`config.mk`:
```
export PLATFORM = sky130hd
export DESIGN_NAME = seven_segment_reader
export DESIGN_NICKNAME = d
export VERILOG_FILES = /design/src/rtl/seven_segment_reader.sv
export SDC_FILE = /design/constraint.sdc
export NUM_CORES = 1
export LEC_CHECK = 0
export CAP_MARGIN = 0
export CORE_MARGIN = 2
export CORE_UTILIZATION = 51
export DETAILED_ROUTE_END_ITERATION = 8
export GPL_TIMING_DRIVEN = 0
export PLACE_DENSITY_LB_ADDON = 0.3
export REMOVE_ABC_BUFFERS = 1
export SYNTH_ARGS = -nofsm -noshare
export SYNTH_HDL_FRONTEND = slang
export SYNTH_SLANG_ARGS = --single-unit
```
`constraint.sdc`:
```
create_clock -name clk -period 2.55 [get_ports clk]
set_input_delay 0.51 -clock clk [delete_from_list [all_inputs] [get_ports clk]]
set_output_delay 0.51 -clock clk [all_outputs]
set_load 0.03 [all_outputs]
```
`src/rtl/seven_segment_reader.sv`:
```
// Seven-segment bus reader: recovers the four hex digits driven onto a
// multiplexed active-low anode/segment bus by debouncing each pattern.
//
// Ports:
//   clk, reset      clock and synchronous active-high reset
//   anode[3:0]      digit select, active-low (bit k = digit k)
//   segment[6:0]    {g,f,e,d,c,b,a}, active-low
//   dp              decimal point, active-low
//   digits[15:0]    captured nibbles, digits[4k+3:4k] = digit k
//   digit_valid[3:0] digit k holds a legally decoded value
//   dp_digits[3:0]  captured decimal points, active-high
//   frame_done      pulse when all four positions have been sampled
//   decode_error    pulse on an illegal sampled pattern
//   timeout         pulse when no good sample arrived for TIMEOUT_CYCLES
//   error_count[7:0] saturating count of decode_error pulses
//
// Build option: define SEVEN_SEGMENT_READER_DP_EN to capture dp per digit.
// Without it dp is ignored entirely and dp_digits reads 4'b0000.
module seven_segment_reader #(
  parameter int unsigned STABLE_CYCLES  = 4,
  parameter int unsigned TIMEOUT_CYCLES = 65535
) (
  input  logic        clk,
  input  logic        reset,
  input  logic [3:0]  anode,
  input  logic [6:0]  segment,
  input  logic        dp,
  output logic [15:0] digits,
  output logic [3:0]  digit_valid,
  output logic [3:0]  dp_digits,
  output logic        frame_done,
  output logic        decode_error,
  output logic        timeout,
  output logic [7:0]  error_count
);

  localparam logic [7:0]  HOLD_LIM = 8'(STABLE_CYCLES);
  localparam logic [23:0] TO_LIM   = 24'(TIMEOUT_CYCLES);

`ifdef SEVEN_SEGMENT_READER_DP_EN
  localparam int PW = 12;
`else
  localparam int PW = 11;
`endif

  // Active-low segment patterns for 0-F; returns {legal, nibble}.
  function automatic logic [4:0] seg_decode(input logic [6:0] s);
    logic [4:0] r;
    r = 5'b0_0000;
    unique case (s)
      7'h40:   r = 5'h10;
      7'h79:   r = 5'h11;
      7'h24:   r = 5'h12;
      7'h30:   r = 5'h13;
      7'h19:   r = 5'h14;
      7'h12:   r = 5'h15;
      7'h02:   r = 5'h16;
      7'h78:   r = 5'h17;
      7'h00:   r = 5'h18;
      7'h10:   r = 5'h19;
      7'h08:   r = 5'h1A;
      7'h03:   r = 5'h1B;
      7'h46:   r = 5'h1C;
      7'h21:   r = 5'h1D;
      7'h06:   r = 5'h1E;
      7'h0E:   r = 5'h1F;
      default: r = 5'h00;
    endcase
    return r;
  endfunction

  // Input capture stage
  logic [3:0]    anode_q;
  logic [6:0]    seg_q;
  logic [PW-1:0] pat;
  logic [PW-1:0] prev_q;

`ifdef SEVEN_SEGMENT_READER_DP_EN
  logic dp_q;
  assign pat = {anode_q, seg_q, dp_q};
`else
  logic dp_unused;
  assign dp_unused = dp;
  assign pat = {anode_q, seg_q};
`endif

  localparam logic [PW-1:0] PAT_BLANK = '1;

  always_ff @(posedge clk) begin
    if (reset) begin
      anode_q <= 4'hF;
      seg_q   <= 7'h7F;
      prev_q  <= PAT_BLANK;
`ifdef SEVEN_SEGMENT_READER_DP_EN
      dp_q    <= 1'b1;
`endif
    end else begin
      anode_q <= anode;
      seg_q   <= segment;
      prev_q  <= pat;
`ifdef SEVEN_SEGMENT_READER_DP_EN
      dp_q    <= dp;
`endif
    end
  end

  // Hold counter: the sample fires only on the edge the
  // count first reaches the limit, so a held pattern is
  // sampled exactly once.
  logic [7:0] hold_q, hold_d;
  logic       fire;

  always_comb begin
    hold_d = hold_q;
    if (pat != prev_q) begin
      hold_d = 8'd1;
    end else if (hold_q != HOLD_LIM) begin
      hold_d = hold_q + 8'd1;
    end
  end

  assign fire = (hold_d == HOLD_LIM) && (hold_q != HOLD_LIM);

  always_ff @(posedge clk) begin
    if (reset) begin
      hold_q <= 8'd0;
    end else begin
      hold_q <= hold_d;
    end
  end

  // Sample classification
  logic [3:0] sel;
  logic       blank;
  logic       one_sel;
  logic [4:0] dec;

  assign sel     = ~anode_q;
  assign blank   = (sel == 4'b0000);
  assign one_sel = !blank && ((sel & (sel - 4'd1)) == 4'b0000);
  assign dec     = seg_decode(seg_q);

  // Capture state
  logic [15:0] digits_q, digits_d;
  logic [3:0]  valid_q, valid_d;
  logic [3:0]  seen_q, seen_d;
  logic [7:0]  err_q, err_d;
  logic [23:0] tcnt_q, tcnt_d;
  logic        frame_q, frame_d;
  logic        derr_q, derr_d;
  logic        tout_q, tout_d;
  logic [3:0]  dpd_q, dpd_d;
  logic        good;

  always_comb begin
    digits_d = digits_q;
    valid_d  = valid_q;
    seen_d   = seen_q;
    err_d    = err_q;
    tcnt_d   = tcnt_q;
    dpd_d    = dpd_q;
    frame_d  = 1'b0;
    derr_d   = 1'b0;
    tout_d   = 1'b0;
    good     = 1'b0;

    if (fire && !blank) begin
      if (!one_sel) begin
        derr_d = 1'b1;
      end else begin
        seen_d = seen_q | sel;
`ifdef SEVEN_SEGMENT_READER_DP_EN
        dpd_d = (dpd_q & ~sel) | ({4{~dp_q}} & sel);
`endif
        if (dec[4]) begin
          for (int i = 0; i < 4; i++) begin
            if (sel[i]) begin
              digits_d[4*i +: 4] = dec[3:0];
            end
          end
          valid_d = valid_q | sel;
          good    = 1'b1;
        end else begin
          valid_d = valid_q & ~sel;
          derr_d  = 1'b1;
        end
        if (seen_d == 4'hF) begin
          frame_d = 1'b1;
          seen_d  = 4'h0;
        end
      end
    end

    if (derr_d && (err_q != 8'hFF)) begin
      err_d = err_q + 8'd1;
    end

    // A good sample restarts the watchdog and so always
    // wins over an expiry on the same edge.
    if (good) begin
      tcnt_d = 24'd0;
    end else if (tcnt_q + 24'd1 == TO_LIM) begin
      tout_d  = 1'b1;
      valid_d = 4'h0;
      seen_d  = 4'h0;
      tcnt_d  = 24'd0;
    end else begin
      tcnt_d = tcnt_q + 24'd1;
    end
  end

  always_ff @(posedge clk) begin
    if (reset) begin
      digits_q <= 16'h0000;
      valid_q  <= 4'h0;
      seen_q   <= 4'h0;
      err_q    <= 8'h00;
      tcnt_q   <= 24'd0;
      dpd_q    <= 4'h0;
      frame_q  <= 1'b0;
      derr_q   <= 1'b0;
      tout_q   <= 1'b0;
    end else begin
      digits_q <= digits_d;
      valid_q  <= valid_d;
      seen_q   <= seen_d;
      err_q    <= err_d;
      tcnt_q   <= tcnt_d;
      dpd_q    <= dpd_d;
      frame_q  <= frame_d;
      derr_q   <= derr_d;
      tout_q   <= tout_d;
    end
  end

  assign digits       = digits_q;
  assign digit_valid  = valid_q;
  assign frame_done   = frame_q;
  assign decode_error = derr_q;
  assign timeout      = tout_q;
  assign error_count  = err_q;

`ifdef SEVEN_SEGMENT_READER_DP_EN
  assign dp_digits = dpd_q;
`else
  logic [3:0] dpd_unused;
  assign dpd_unused = dpd_q;
  assign dp_digits  = 4'b0000;
`endif

endmodule

```
==> key figures, run 1 <==
Status
  – Status: complete, no violations

STA
  – Final setup viols: 0
  – Slew @ Worst Pin: about 900 ps
  – Worst rel slew slack: a little over 40%
  – Final Hold Vio Count: 0
  – Final Max Tran Viols: 0
  – Final min period: 2487 ps
  – Final cycle utilization of the critical path: a little over nine tenths
  – Unrepaired setup endpoints after global routing: yes
  – Max Clock Skew: 7.717 ps
  – Peak Freq: about 0.40 GHz

GRT
  – Gr usage total: a little over a fifth
  – Largest net degree at the start of global routing: 57
  – Overflow after GRT: 0
  – Initial antenna violation count: 0
  – Number of global-route vias before repair: between 3000 and 4000
  – First-pass GRT wire length: 16.08 mm

Synthesis
  – YS warnings: 0
  – Synthesized flop and latch total: roughly 90
  – Synth Instances: roughly 500
  – Most common flop cell mapped by yosys: dfxtp_1
  – Ys async rst share: 0%
  – Syn Area/Cell: around 8.8 sq um
  – EDFF count, synth: 0
  – Register area share after synthesis: just over 40%
  – Netlist area before placement: between 0.004 and 0.005 sq mm
  – Synth cell types: between 60 and 70

Clock network
  – Cts bufs inserted: 9
  – CTS tree: done
  – CTS root buf: clkbuf_8
  – Clock Path Buffers: 2
  – H-tree levels: 3
  – Clock latency on the worst-skew pair: between 300 and 400 ps
  – Clock slew at reported path FFs: around 90 ps
  – Clk sinks: 89

Floorplanning
  – Die Y: between 90 and 100 um
  – Total die area: approximately 0.0093 sq mm
  – Initial Utilization: a little over half
  – Site row count: 33
  – I/O Pins: between 40 and 50
  – Total core area: 0.008258 sq mm
  – Die W: roughly 96 um

Setup path
  – CP startpoint: tcnt_q[0]
  – Crit path DAT: about 2700 ps
  – Critical path data required time: around 2800 ps
  – Startpoint Class: flop
  – Crit. End Element: flop
  – Worst r2r src: tcnt_q[0]
  – CP max FO: 8
  – R2R setup slack: roughly 63 ps
  – WS Path Type: flop to flop

Placed design
  – GPL Wtd Cong: 0.8900
  – Placed Area: around 0.0048 sq mm
  – Placed insts: ~620
  – # port buffers: 43
  – Dpl hpwl: about 6.3 mm

Detailed routing
  – DR vias: between 3000 and 4000
  – Vias per cell: ~5.7
  – Drt first-iter violations: 211
  – DRT antenna net count: 0
  – Wire per inst: between 15 and 20 um
  – Routed wire length: 10.07 mm
  – Initial DRT Pass Iterations: 5
  – DRC viols: 0

Power and ir drop
  – IR drop worst, VDD: ~280 uV
  – Leak pwr: slightly below 2 nW
  – Pwr per Cell Area: ~460 mW/mm^2

Worst hold path
  – Min-Delay Path Class: flop to flop
  – HP Start: tcnt_q[0]

Cells and area
  – Non-Filler Instances: about 670
  – Layout cells sized above 1: 23.53%
  – Design area: between 0.005 and 0.006 sq mm
  – N_diodes: 0
  – Syn-to-layout area delta: 25.79%
  – Final nets: 575

Job
  – Max Cap Viol: 0
## registers in the layout (all words and copies together) (netlist names)
signal	flops
seen_q	4
hold_q	8
prev_q	11
seg_q	7
digits	16
anode_q	4
timeout	1
tcnt_q	24
decode_error	1
digit_valid	4
frame_done	1
error_count	8
## critical path: stages, from the launching register on
cell     delay [ps]
dfxtp_4         390
ha_4            190
nand4_4         170
nor3_4          200
xnor2_2         110
or3_1           380
or4b_4          510
nor4_4          160
buf_6           170
nor3_1           60
## cell usage in the layout, fill, tap and decap left out, types with 14 or more instances in the layout
cell type	n
clkdlybuf4s50_1	42
xnor2_1	15
a21oi_1	16
dfxtp_1	65
nand2_1	23
or2_2	23
nor2_1	73
nand3_1	23
xor2_1	26
nor3_1	16
buf_4	24
mux2i_1	16
dfxtp_2	14
## cell usage after synthesis (2+ instances only)
cell,instances,area share (%)
o211ai_1,5,0.86
o31ai_1,3,0.52
inv_1,14,1.2
nand2_1,23,2.0
nor2_1,74,6.4
o21a_1,2,0.34
nor3b_1,3,0.52
o2111ai_1,2,0.40
nand3_1,24,2.8
nand4_1,7,1.0
and3_1,11,1.6
xor2_1,27,5.4
or2_2,23,3.3
o21ai_0,13,1.5
or4_1,7,1.2
nand2b_1,3,0.43
clkbuf_1,13,1.1
nand4b_1,5,1.0
o22ai_1,3,0.43
buf_2,6,0.69
nor3_4,2,0.75
or3_1,7,1.0
nor3_2,3,0.69
o21bai_4,2,0.86
nor4_1,9,1.3
dfxtp_1,89,41
nor3_1,19,2.2
a21oi_1,16,1.8
buf_4,7,1.2
a211oi_1,2,0.34
mux2i_1,16,3.7
nand3b_1,3,0.52
ha_1,5,1.4
xnor2_1,17,3.4
and2_1,3,0.43
## logic make-up after synthesis
group,count (synthesis),share of synthesized area (%)
DFF,89,40.85
buffers and inverters,42,4.590
other,1,0.08598
and+or+nand+nor,239,30.64
xor gates and xnor gates,44,8.835
AOI/OAI and AO/OA,61,9.639
adders and majority gates,5,1.434
muxes,17,3.930
## layer usage
layer	GRT usage [%]	wire, um
met1	27.96	4487
met2	34.95	4800
met3	5.431	578
met5	0	0
met4	10.21	198
## area by class of cell
cell class,count,area [sq um]
fill,672,2771
multi-input combinational,372,2615
sequential,89,1837
timing repair buffer,70,656.9
clock buffer,11,151.4
tap,105,131.4
inverter,14,57.56
clock inverter,5,37.54
## report_power, final
| part | switching, W | internal [W] |
|---|---|---|
| logic | 0.0000875 | 0.0000797 |
| clock network | 0.000514 | 0.000413 |
| registers | 0.0000454 | 0.00141 |
| total | 0.000647 | 0.00190 |
## path summary, 6_finish.rpt
| kind | depth (start not counted) | to |
|---|---|---|
| max | 9 | digit_valid[0] |
| min | 1 | tcnt_q[0] |
| max reg2reg | 9 | digit_valid[0] |
| min reg2reg | 1 | tcnt_q[0] |
## timing repair
action                                  4_1_cts  5_1_grt
endpoints found under the setup margin       58       47
hold endpoints to repair                      0        0
pin swaps                                    12       13
hold buffers                                  0        0
cloned                                        1        1
gates resized for setup                      44       30
setup buffers                                15       12
## through the flow
stage | setup TNS, ps | power [W] | utilization, % | setup WS (ps) | hold WS, ps
floorplan | -128.9 | 0.001563 | - | -21.52 | 463.8
global placement | -28400 | 0.001615 | 57.97 | -577.1 | 468.7
detailed placement | -24990 | 0.001619 | 57.91 | -578.9 | 468.6
CTS | 0 | 0.002551 | 63.65 | 3.558 | 482.9
global route | -133.9 | 0.002649 | 66.44 | -24.24 | 499.7
finish | 0 | 0.002547 | 66.44 | 63.04 | 478.4
No activity file was read; power rests on OpenSTA's default activity.
==> run 2: changes to the inputs <==
GPL_TIMING_DRIVEN = unset   (was 0)
==> run 2 against run 1 <==
Net effect: combinational power increased by 25%; sequential share of layout area shrank 1.6 points; clock skew grew 3.0 ps; total power is 3.4% higher; highest routed layer unchanged.
==> key figures, run 2 (synthesis gave the netlist of run 1 again) <==
Cells and area
  – Syn-to-layout area delta: 28.94%
  – Layout cells sized above 1: 23.26% (-0.27 points)
  – Final nets: 603 (+4.9%)
  – Fillers: 680 (+1.2%)
  – Number of flip-flops in the largest register: 24 (unchanged)
  – Design area: 0.005624 sq mm (+2.5%)
  – Most common cell after layout, fill and taps aside: dfxtp_1
  – N_diodes: 0 (unchanged)
  – Most frequent cells in the layout: dfxtp_1, nor2_1, buf_4
  – Largest register by flop count: tcnt_q
  – Non-Filler Instances: 694 (+4.2%)

GRT
  – Number of global-route vias before repair: 3518 (+0.11%)
  – Gr usage total: 22.15% (+0.22 points)
  – Largest net degree at the start of global routing: 27 (-53%)
  – Overflow after GRT: 0 (unchanged)
  – First-pass GRT wire length: 16.28 mm (+1.3%)
  – Initial antenna violation count: 0 (unchanged)

STA
  – Max Clock Skew: 10.75 ps (+3.035 ps)
  – Hold Slack: 491.9 ps (+13.50 ps)
  – Final Max Tran Viols: 0 (unchanged)
  – Final setup viols: 0 (unchanged)
  – Slew @ Worst Pin: 505.3 ps (-375.5 ps)
  – Worst rel slew slack: 66.21% (+25 points)
  – Peak Freq: 0.3966 GHz (-1.4%)
  – Unrepaired setup endpoints after global routing: yes
  – Final Hold Vio Count: 0 (unchanged)
  – Final cycle utilization of the critical path: 98.89% (+1.4 points)
  – Final min period: 2522 ps (+34.76 ps)

Floorplanning
  – Die Y: 96.48 um (unchanged)
  – I/O Pins: 49 (unchanged)
  – Initial Utilization: 52.82% (unchanged)
  – Total die area: 0.009308 sq mm (unchanged)
  – Die W: 96.48 um (unchanged)
  – Total core area: 0.008258 sq mm (unchanged)
  – Site row count: 33 (unchanged)

Clock network
  – Clock slew at reported path FFs: 90 ps (about the same)
  – H-tree levels: 3 (unchanged)
  – Clk sinks: 89 (unchanged)
  – Cts bufs inserted: 9 (unchanged)
  – Clock Path Buffers: 2 (unchanged)
  – CTS tree: done
  – Clock latency on the worst-skew pair: 360 ps (about the same)
  – CTS root buf: clkbuf_8

Status
  – Status: complete, no violations

Setup path
  – Critical path data required time: 2810 ps (+50 ps)
  – Startpoint Class: flop
  – Crit. End Element: flop
  – Worst r2r src: hold_q[0]
  – R2R setup slack: 30 ps (-30 ps)
  – CP max FO: 8 (unchanged)
  – WS Path Type: flop to flop
  – CP startpoint: hold_q[0]
  – CP Capture Point: tcnt_q[7]
  – Worst r2r path cells: 11 (+2)
  – R2R Path End: tcnt_q[7]
  – Crit path DAT: 2780 ps (+80 ps)

Detailed routing
  – DRT antenna net count: 0 (unchanged)
  – Wire per inst: 14.63 um (-3.2%)
  – DRC viols: 0 (unchanged)
  – DR vias: 3832 (+1.3%)
  – Vias per cell: 5.522 (-2.7%)
  – Initial DRT Pass Iterations: 4 (-1)
  – Routed wire length: 10.15 mm (+0.88%)
  – Drt first-iter violations: 209 (-0.95%)

Placed design
  – GPL Wtd Cong: 0.8967 (+0.75%)
  – Placed insts: 669 (+7.7%)
  – Placed Area: 0.005180 sq mm (+8.3%)
  – Dpl hpwl: 7.358 mm (+17%)
  – # port buffers: 43 (unchanged)

Job
  – Max Cap Viol: 0 (unchanged)

Power and ir drop
  – Pwr per Cell Area: 468.4 mW/mm^2 (+0.89%)
  – Leak pwr: 2.034 nW (+5.2%)
  – IR drop worst, VDD: 266.2 uV (-5.5%)

Worst hold path
  – Min-Delay Path Class: flop to flop
[run 2: area by class of cell]
class                           count  area [sq um]  area share (%)
Inverter                           14         55.05          0.9789
Sequential cell                    89          1795           31.92
Clock inverter                      6         66.31           1.179
Multi-Input combinational cell    370          2522           44.85
Tap cell                          105         131.4           2.336
Clock buffer                       10         137.6           2.447
Timing Repair Buffer              100         915.9           16.28
[run 2: repair_timing]
| item | 4_1_cts | 5_1_grt |
|---|---|---|
| hold buffers | 0 | 0 |
| endpoints found under the setup margin | 0 | 46 |
| buffers inserted | 0 | 8 |
| gates resized for setup | 0 | 35 |
[run 2: per-stage QoR]
step           utilization (%)  setup slack, ps  setup TNS, ps  total power [W]
6_report                 68.11            28.28              0         0.002634
5_1_grt                  68.11           -60.41         -714.5         0.002736
4_1_cts                  65.20            15.28              0         0.002631
3_5_place_dp             62.73            29.04              0         0.001657
3_3_place_gp             62.73            87.30              0         0.001650
2_1_floorplan                -           -21.52         -128.9         0.001563
[run 2: report_power, final]
part / switching [W] / leakage (nW) / internal, W / total [W]
clock network: 0.000510 / 0.0949 / 0.000481 / 0.000991
logic: 0.000109 / 1.22 / 0.000100 / 0.000209
registers: 0.0000243 / 0.724 / 0.00141 / 0.00143
[run 2: worst min path at each step]
stage | slack [ps] | depth (start not counted) | startpoint | endpoint
after floorplan | 460 | 1 | tcnt_q[0] | tcnt_q[0]
after global placement | 470 | 2 | digits[15] | digits[15]
after detailed placement | 480 | 2 | digits[15] | digits[15]
after CTS | 500 | 2 | digits[15] | digits[15]
after global routing | 530 | 2 | digits[15] | digits[15]
final | 490 | 2 | digits[15] | digits[15]
[run 2: critical path: stages (launching register included)]
cell and delay [ps]:
dfxtp_4 370, inv_4 50, ha_4 240, nor4_4 250, o2111ai_2 180, or4_1 510
buf_6 160, buf_4 140, o21bai_4 110, o21bai_4 170, clkbuf_16 190, nor2_1 40
[run 2: per-layer routing]
| layer | vias to the layer above | GRT usage, % | share of wire [%] |
|---|---|---|---|
| met5 | - | 0 | 0 |
| li1 | 1903 | - | - |
| met3 | 14 | 3.801 | 4.5 |
| met4 | 0 | 7.042 | 1.3 |
| met2 | 102 | 35.47 | 47 |
| met1 | 1813 | 30.52 | 47 |
==> run 3: changes to the inputs <==
CORE_ASPECT_RATIO = 1.4   (was unset)
==> run 3 against run 2 <==
Net effect: worst hold slack got worse by 21 ps; clock power increased by 32%; final area fell by 0.40%; core utilization shrank 0.18 points; clock-buffer cell count up 2; sequential share of layout area rose by 0.061 points; global-route usage is 1.1 points higher; total power up 12%; critical path type unchanged; largest cell class unchanged; highest routed layer unchanged.
==> key figures, run 3 (synthesis gave the netlist of run 1 again) <==
Status
  – Status: complete, no violations

Setup path
  – R2R Path End: digit_valid[1]
  – Startpoint Class: flop
  – Critical path data required time: 2780 ps (-30 ps)
  – Worst r2r path cells: 9 (-2)
  – WS Path Type: flop to flop
  – Worst r2r src: tcnt_q[1]
  – R2R setup slack: 100 ps (+70 ps)
  – Crit path DAT: 2680 ps (-100 ps)
  – CP max FO: 8 (unchanged)
  – Crit. End Element: flop

Floorplanning
  – Total core area: 0.008247 sq mm (-0.14%)
  – I/O Pins: 49 (unchanged)
  – Die W: 82.16 um (-15%)
  – Die Y: 113.4 um (+18%)
  – Site row count: 39 (+18%)
  – Total die area: 0.009319 sq mm (+0.11%)
  – Initial Utilization: 52.89% (+0.072 points)

STA
  – Unrepaired setup endpoints after global routing: no
  – Slew @ Worst Pin: 681.8 ps (+176.4 ps)
  – Worst rel slew slack: 54.41% (-12 points)
  – Final Hold Vio Count: 0 (unchanged)
  – Final min period: 2448 ps (-73.34 ps)
  – Setup ws final: 101.6 ps (+73.34 ps)
  – Max Clock Skew: 3.966 ps (-6.786 ps)
  – Peak Freq: 0.4084 GHz (+3.0%)
  – Final Max Tran Viols: 0 (unchanged)
  – Final setup viols: 0 (unchanged)
  – Final cycle utilization of the critical path: 96.01% (-2.9 points)

Detailed routing
  – Routed wire length: 9.947 mm (-2.0%)
  – Drt first-iter violations: 146 (-30%)
  – DR vias: 3829 (-0.078%)
  – Initial DRT Pass Iterations: 4 (unchanged)
  – DRT antenna net count: 0 (unchanged)
  – Wire per inst: 14.46 um (-1.2%)
  – DRC viols: 0 (unchanged)
  – Vias per cell: 5.565 (+0.79%)

Clock network
  – Clock slew at reported path FFs: 60 ps (-30 ps)
  – Cts hold-fix bufs: 0 (unchanged)
  – H-tree levels: 3 (unchanged)
  – CTS tree: done
  – Cts bufs inserted: 9 (unchanged)
  – Clock Path Buffers: 2 (unchanged)
  – CTS root buf: clkbuf_16
  – Clk sinks: 89 (unchanged)
  – Clock latency on the worst-skew pair: 340 ps (-20 ps)

Cells and area
  – Multi-input gate area: 0.002482 sq mm (-1.6%)
  – Layout cells sized above 1: 21.67% (-1.6 points)
  – Number of flip-flops in the largest register: 24 (unchanged)
  – Largest register by flop count: tcnt_q
  – Final nets: 601 (-0.33%)
  – N_diodes: 0 (unchanged)
  – Design area: 0.005602 sq mm (-0.40%)
  – Reg area: 0.001792 sq mm (-0.21%)
  – Most common cell after layout, fill and taps aside: dfxtp_1
  – Most frequent cells in the layout: dfxtp_1, nor2_1, buf_4
  – Fillers: 665 (-2.2%)
  – Syn-to-layout area delta: 28.43%

Power and ir drop
  – NetSw: 0.0006382 W (-0.80%)
  – P_int: 0.002309 W (+16%)
  – Pwr per Cell Area: 526.1 mW/mm^2 (+12%)
  – Sw frac: 21.66% (-2.8 points)
  – Combinational Power Share: 6.7% (-1.2 points)
  – Leak pwr: 2.050 nW (+0.77%)
  – Sequential share of power: 48.8% (-5.6 points)
  – IR drop worst, VDD: 598.5 uV (+120%)
  – Clk pwr share: 44.6% (+7.0 points)

GRT
  – Gr usage total: 23.27% (+1.1 points)
  – GRT met2 Usage: 40.27% (+4.8 points)
  – M1 GR Usage: 26.08% (-4.4 points)
  – GR peak layer: met2
  – Routing usage on met3: 6.883% (+3.1 points)
  – First-pass GRT wire length: 16.76 mm (+2.9%)
  – Largest net degree at the start of global routing: 43 (+59%)
  – Number of global-route vias before repair: 3725 (+5.9%)
  – Initial antenna violation count: 0 (unchanged)
  – Overflow after GRT: 0 (unchanged)

Placed design
  – # port buffers: 43 (unchanged)
  – Dpl hpwl: 7.081 mm (-3.8%)
  – GPL Wtd Cong: 0.8783 (-2.1%)
  – Placed Area: 0.005174 sq mm (-0.12%)
  – Worst slack, placed: -29.87 ps (-58.91 ps)

Job
  – Max Cap Viol: 0 (unchanged)

Worst hold path
  – Min-Delay Path Class: flop to flop
  – Worst Hold End: digits[11]
  – HP Start: digits[11]
  – Hold depth: 2 (unchanged)
## run 3: repair_timing
action                                  CTS  global route
gates resized for setup                   1            24
endpoints found under the setup margin    9            37
buffers inserted                          0             4
pin swaps                                 0             9
## run 3: cell type report
type	instances	share of cell area, %
inverter	14	0.9381
timing repair buffer	98	15.19
clock inverter	3	0.7148
multi-input combinational	370	44.32
tap	102	2.278
sequential	89	31.99
clock buffer	12	4.579
## run 3: worst max path at each step
| stage | start | end | slack [ps] | cells past startpoint |
|---|---|---|---|---|
| 2_1_floorplan | tcnt_q[0] | digit_valid[0] | -20 | 8 |
| 3_3_place_gp | hold_q[0] | digit_valid[0] | 40 | 9 |
| 3_5_place_dp | hold_q[0] | digit_valid[1] | -30 | 9 |
| 4_1_cts | hold_q[0] | digit_valid[1] | 7 | 9 |
| 5_1_grt | tcnt_q[3] | digit_valid[1] | 3 | 8 |
| 6_report | tcnt_q[1] | digit_valid[1] | 100 | 9 |
## run 3: power by group through the flow
stage	sequential, W	combinational, W	clock (W)
5_1_grt	0.00144	0.000218	0.00140
3_3_place_gp	0.00146	0.000186	0
6_report	0.00144	0.000196	0.00131
2_1_floorplan	0.00147	0.0000888	0
4_1_cts	0.00143	0.000192	0.00135
3_5_place_dp	0.00146	0.000190	0
## run 3: metal layers
layer	routed length, um	vias up
met3	466	18
li1	-	1897
met5	0	-
met4	234	0
met1	3910	1811
met2	5334	103
## run 3: stage by stage
stage | hold WS, ps | util [%] | cells | total power (W) | TNS, ps
floorplan | 463.8 | - | 473 | 0.001563 | -128.9
global placement | 456.3 | 62.74 | 669 | 0.001649 | 0
detailed placement | 462.1 | 62.74 | 669 | 0.001655 | -94.79
CTS | 475.9 | 66.41 | 684 | 0.002972 | 0
global route | 502.5 | 67.93 | 688 | 0.003057 | 0
finish | 470.7 | 67.93 | 688 | 0.002947 | 0
## run 3: worst max-delay path: stages (launching register included)
cell	delay, ps
dfxtp_2	360
ha_4	160
nand4_4	160
nor3_4	260
xnor2_2	100
or3_1	380
or4b_4	540
nor4_4	130
buf_4	190
nor3_1	60
